`src/rtl/dkong3_audio_pkg.sv`:
```
// dkong3_audio_pkg: shared constants for the audio output path (optional HPF via DKONG3_AUDIO_DCBLOCK_EN)
package dkong3_audio_pkg;
  localparam int DECIM_DIV = 500;
  localparam int LPF_SHIFT = 8;
  localparam int HPF_SHIFT = 10;
  localparam int FRAC_BITS = 8;
  localparam int ACC_W     = 24;
  localparam int CNT_W     = $clog2(DECIM_DIV);
endpackage

```
`src/rtl/dkong3_audio_sat.sv`:
```
// dkong3_audio_sat: gain shift of a 24-bit sample followed by a clamp to signed 16 bits
module dkong3_audio_sat
  import dkong3_audio_pkg::*;
(
  input  logic signed [ACC_W-1:0] din,
  input  logic        [1:0]       gain,
  output logic signed [15:0]      dout
);
  logic signed [ACC_W+2:0] sh;
  always_comb begin
    sh = $signed({{3{din[ACC_W-1]}}, din}) <<< gain;
    dout = sh > 32767 ? 16'sh7fff : sh < -32768 ? 16'sh8000 : sh[15:0];
  end
endmodule

```
`src/rtl/dkong3_audio_out.sv`:
```
// dkong3_audio_out: LPF, /500 decimation, optional DC-block (DKONG3_AUDIO_DCBLOCK_EN), gain and clamp
module dkong3_audio_out
  import dkong3_audio_pkg::*;
(
  input  logic               I_CLK_24M,
  input  logic               I_RESET,
  input  logic signed [15:0] I_SAMPLE,
  input  logic        [1:0]  I_GAIN,
  output logic signed [15:0] O_AUDIO,
  output logic               O_STB
);
  logic [CNT_W-1:0]        cnt;
  logic signed [ACC_W-1:0] acc;
  logic signed [ACC_W:0]   diff;
  logic signed [15:0]      d;
  logic signed [15:0]      dout;
  logic signed [ACC_W-1:0] stage;
  logic                    decim;
  assign decim = cnt == CNT_W'(DECIM_DIV - 1);
  // One bit of headroom so x - acc cannot wrap before the shift
  assign diff  = $signed({I_SAMPLE[15], I_SAMPLE, {FRAC_BITS{1'b0}}}) - $signed({acc[ACC_W-1], acc});
  assign d     = acc[ACC_W-1:FRAC_BITS];
`ifdef DKONG3_AUDIO_DCBLOCK_EN
  logic signed [15:0]      d_prev;
  logic signed [ACC_W-1:0] y_prev;
  logic signed [ACC_W-1:0] y_leak;
  logic signed [ACC_W-1:0] y;
  // Leak is computed on its own so the shift stays arithmetic
  assign y_leak = y_prev >>> HPF_SHIFT;
  assign y      = {d, {FRAC_BITS{1'b0}}} - {d_prev, {FRAC_BITS{1'b0}}} + y_prev - y_leak;
  assign stage  = {{FRAC_BITS{y[ACC_W-1]}}, y[ACC_W-1:FRAC_BITS]};
  always_ff @(posedge I_CLK_24M) begin
    if (I_RESET) begin
      d_prev <= '0;
      y_prev <= '0;
    end else if (decim) begin
      d_prev <= d;
      y_prev <= y;
    end
  end
`else
  assign stage = {{FRAC_BITS{d[15]}}, d};
`endif
  dkong3_audio_sat u_sat (
    .din  (stage),
    .gain (I_GAIN),
    .dout (dout)
  );
  always_ff @(posedge I_CLK_24M) begin
    if (I_RESET) begin
      cnt     <= '0;
      acc     <= '0;
      O_AUDIO <= '0;
      O_STB   <= 1'b0;
    end else begin
      cnt   <= decim ? '0 : cnt + CNT_W'(1);
      acc   <= acc + ACC_W'(diff >>> LPF_SHIFT);
      O_STB <= decim;
      if (decim) O_AUDIO <= dout;
    end
  end
endmodule

```
`config.mk`:
```
export PLATFORM = sky130hd
export DESIGN_NAME = dkong3_audio_out
export DESIGN_NICKNAME = d
export VERILOG_FILES = /design/src/rtl/dkong3_audio_pkg.sv /design/src/rtl/dkong3_audio_sat.sv /design/src/rtl/dkong3_audio_out.sv
export SDC_FILE = /design/constraint.sdc
export NUM_CORES = 1
export LEC_CHECK = 0
export ABC_AREA = 1
export BUFFER_PORTS_ARGS = -buffer_cell sky130_fd_sc_hd__buf_4
export CORE_MARGIN = 2
export CORE_UTILIZATION = 51
export DETAILED_ROUTE_END_ITERATION = 12
export PLACE_DENSITY = 0.69
export SYNTH_ARGS = -nofsm -noshare
export SYNTH_HDL_FRONTEND = slang
export SYNTH_SLANG_ARGS = --single-unit
```
`constraint.sdc`:
```
create_clock -name I_CLK_24M -period 5.1 [get_ports I_CLK_24M]
set_input_delay 0.765 -clock I_CLK_24M [delete_from_list [all_inputs] [get_ports I_CLK_24M]]
set_output_delay 0.765 -clock I_CLK_24M [all_outputs]
set_load 0.01 [all_outputs]
```
==> impl_metrics.toml <==
[run_status]
status = "finished clean"

[global_route]
antenna_found_initial = 0
grt_max_degree = 32
grt_pass1_vias = 4171
overflow = 0
grt_pass1_wl_mm = 18.9
track_usage_pct = 26.3

[cells_and_area]
syn_to_final_growth_pct = 9.61
diodes = 0
drive_gt1_share_pct = 10.1
fin_util_pct = 57.5
nets = 773
design_area_um2 = 4720

[die]
start_util_pct = 52.4
coreArea_um2 = 8220
ios = 37
die_y_um = 95.9
die_width_um = 95.9
fp-row-count = 33
die_area_um2 = 9200

[logic_synthesis]
avgSynthCellArea_um2 = 6.33
synth-edff-count = 0
netlist.top_cell.by_area = "dfxtp_1"
synthFlopType = "dfxtp_1"
syn_nets = 743
synthCells = 681
ys_ff_latch = 50
ys_seq_area_share_pct = 23.2
ys_warn_count = 0
yosys.area.top_type_share_pct = 23.2
synthTopCellsByArea = "dfxtp_1, nand2_1, ha_1"
synth_cell_types = 35
netlist_area_um2 = 4310
async_reset_ff_share_pct = 0

[place]
postPlaceCellArea_um2 = 4630
globalplace.congestion = 0.937
hpwl_mm = 9.61
place.port_buffers = 36

[worst_setup_path]
endpoint_kind = "flop"
critical-path-top-delay-family = "compound AO/OA/AOI/OAI gates"
r2r_end = "acc[19]"
rrSetupSlack_ns = 1.57
crit_slowest_cell = "ha_1"
critPathMaxStageDelay_ns = 0.37
critPathLaunchType = "input pin"
critPathArrivalTime_ns = 3.86
path_cells = "buf_4, ha_1, nand2_1, nand2_1, nand2_1, nand2_1, a21oi_1, o21bai_1, a21oi_1, xnor2_1, ha_1, a21oi_1, a21boi_0, o21ai_0, inv_1, nand2_1, nand2_1, nand2_1, nand2_1, nand2_1, nor2_1"
crit_top_cell = "nand2_1"
rr_worst_depth = 21
worstSetupPathDepth = 21
crit_fanout = 6
critPathBufInv = 2
critPathRequiredTime_ns = 5.35
r2r-start = "acc[11]"
critPathKind = "in2reg"

[route]
wl_met2_mm = 5.44
maxUsedRoutingLayer = "met4"
num_vias = 4451
routed_wirelength_mm = 11.5
drc = 0
wl_met1_mm = 5.30
drtAntennaViolNets = 0
first_pass_iters = 5
viasPerCell = 5.45
wl_met3_um = 495
avgRoutedWirePerCell_um = 14.1
drt-initial-drc-count = 236

[min_path]
hold_path_depth = 1
hp-start = "cnt[0]"
holdPathEnd = "cnt[0]"
hold_path_class = "reg2reg"

[sta]
finalCritPeriodShare_pct = 70.9
max_freq_ghz = 0.277
rsz0062_at_grt = "no"
setup_viol = 0
fin_tns_setup_ns = 0
period_needed_ns = 3.62
relSlewSlack_pct = 31.5
fin_skew_ns = 0.0146
hold_viol_final = 0
drv_slew = 0
tightestPinTransition_ns = 1.02

[power_and_ir_drop]
leakagePower_nw = 2.35
ir_drop_v = 0.000447
power_density_nw_per_um2 = 700

[job]
max_cap_viol_count = 0

[clocking]
htreeDepth = 2
postCtsHoldBufs = 0
path_clk_slew_ns = 0.10
clock_path_buffers = 2
cts_inserted_buffers = 5
cts_setup_buffers = 0
clk-insertion-delay-late_ns = 0.31
cts_root_buffer = "clkbuf_8"
post_cts_resize_count = 0
cts_sinks = 50
tritoncts = "built"
[registers in the layout, summed over array words and instances, names as in the netlist]
signal / cells
O_AUDIO: 16
O_STB: 1
acc: 24
cnt: 9
[logic make-up (layout without fill, tap and decap cells)]
kind of cell	count (synthesis)	in the layout	share of synthesized area, %
AO/OA/AOI/OAI	158	158	21.8
flip-flops	50	50	23.2
buffers and inverters	91	122	8.60
adder cells (fa/ha/maj)	42	42	12.4
XOR/XNOR	16	16	3.25
AND/OR/NAND/NOR	324	324	30.8
[per-layer routing]
| layer | vias up | track usage [%] |
|---|---|---|
| met5 | - | 0 |
| met4 | 0 | 7.74 |
| met3 | 30 | 3.21 |
| met2 | 107 | 46.3 |
| met1 | 2015 | 33.4 |
| li1 | 2299 | - |
[how the worst max path moves through the flow]
stage,from,endpoint,slack (ns)
final,I_SAMPLE[1],acc[19],1.48
after global routing,I_SAMPLE[1],acc[19],0.96
after CTS,I_SAMPLE[1],acc[19],1.54
after detailed placement,I_SAMPLE[1],acc[19],1.24
after global placement,I_SAMPLE[3],acc[19],1.23
after floorplan,I_SAMPLE[1],acc[19],1.92
[cell type report]
cell class                      instances  area (um^2)
Clock buffer                            5         68.8
Fill cell                             868         3490
Sequential cell                        50         1000
Tap cell                              105          131
Timing Repair Buffer                   36          270
Clock inverter                          3         21.3
Multi-Input combinational cell        540         2940
Inverter                               78          293
[Yosys cell counts, drive strengths merged, types with 8 or more instances]
cell	n
nand3	23
xor2	11
o21a	8
nor3	10
nand4	11
ha	41
nand2	210
o21ai	71
dfxtp	50
buf	8
a21oi	64
nor2	62
inv	78
[cells in the final DEF (no fill, tap or decap), drive strengths merged, types with 2 or more instances in the layout]
cell type    n
ha          41
xnor2        5
nand3       23
o21ai       71
buf         36
a21o         3
clkinv       2
xor2        11
o21a         8
nor2        62
clkbuf       5
nor3        10
inv         78
o21bai       4
nand4       11
nand2      210
or2          4
nor4         4
a21oi       64
o31ai        2
dfxtp       50
[where the power goes]
| group | total (mW) | internal (mW) | switching (mW) |
|---|---|---|---|
| Combinational | 2.47 | 0.860 | 1.61 |
| Sequential | 0.593 | 0.485 | 0.108 |
| Clock | 0.242 | 0.0969 | 0.145 |
[through the flow]
stage,std cells,setup slack [ns],hold slack [ns],total power [mW]
6_report,817,1.48,0.453,3.30
5_1_grt,817,0.961,0.475,3.68
4_1_cts,817,1.54,0.459,3.27
3_5_place_dp,809,1.24,0.436,3.02
3_3_place_gp,809,1.23,0.434,2.99
2_1_floorplan,681,1.92,0.418,2.48
No activity file was read; power rests on OpenSTA's default activity.
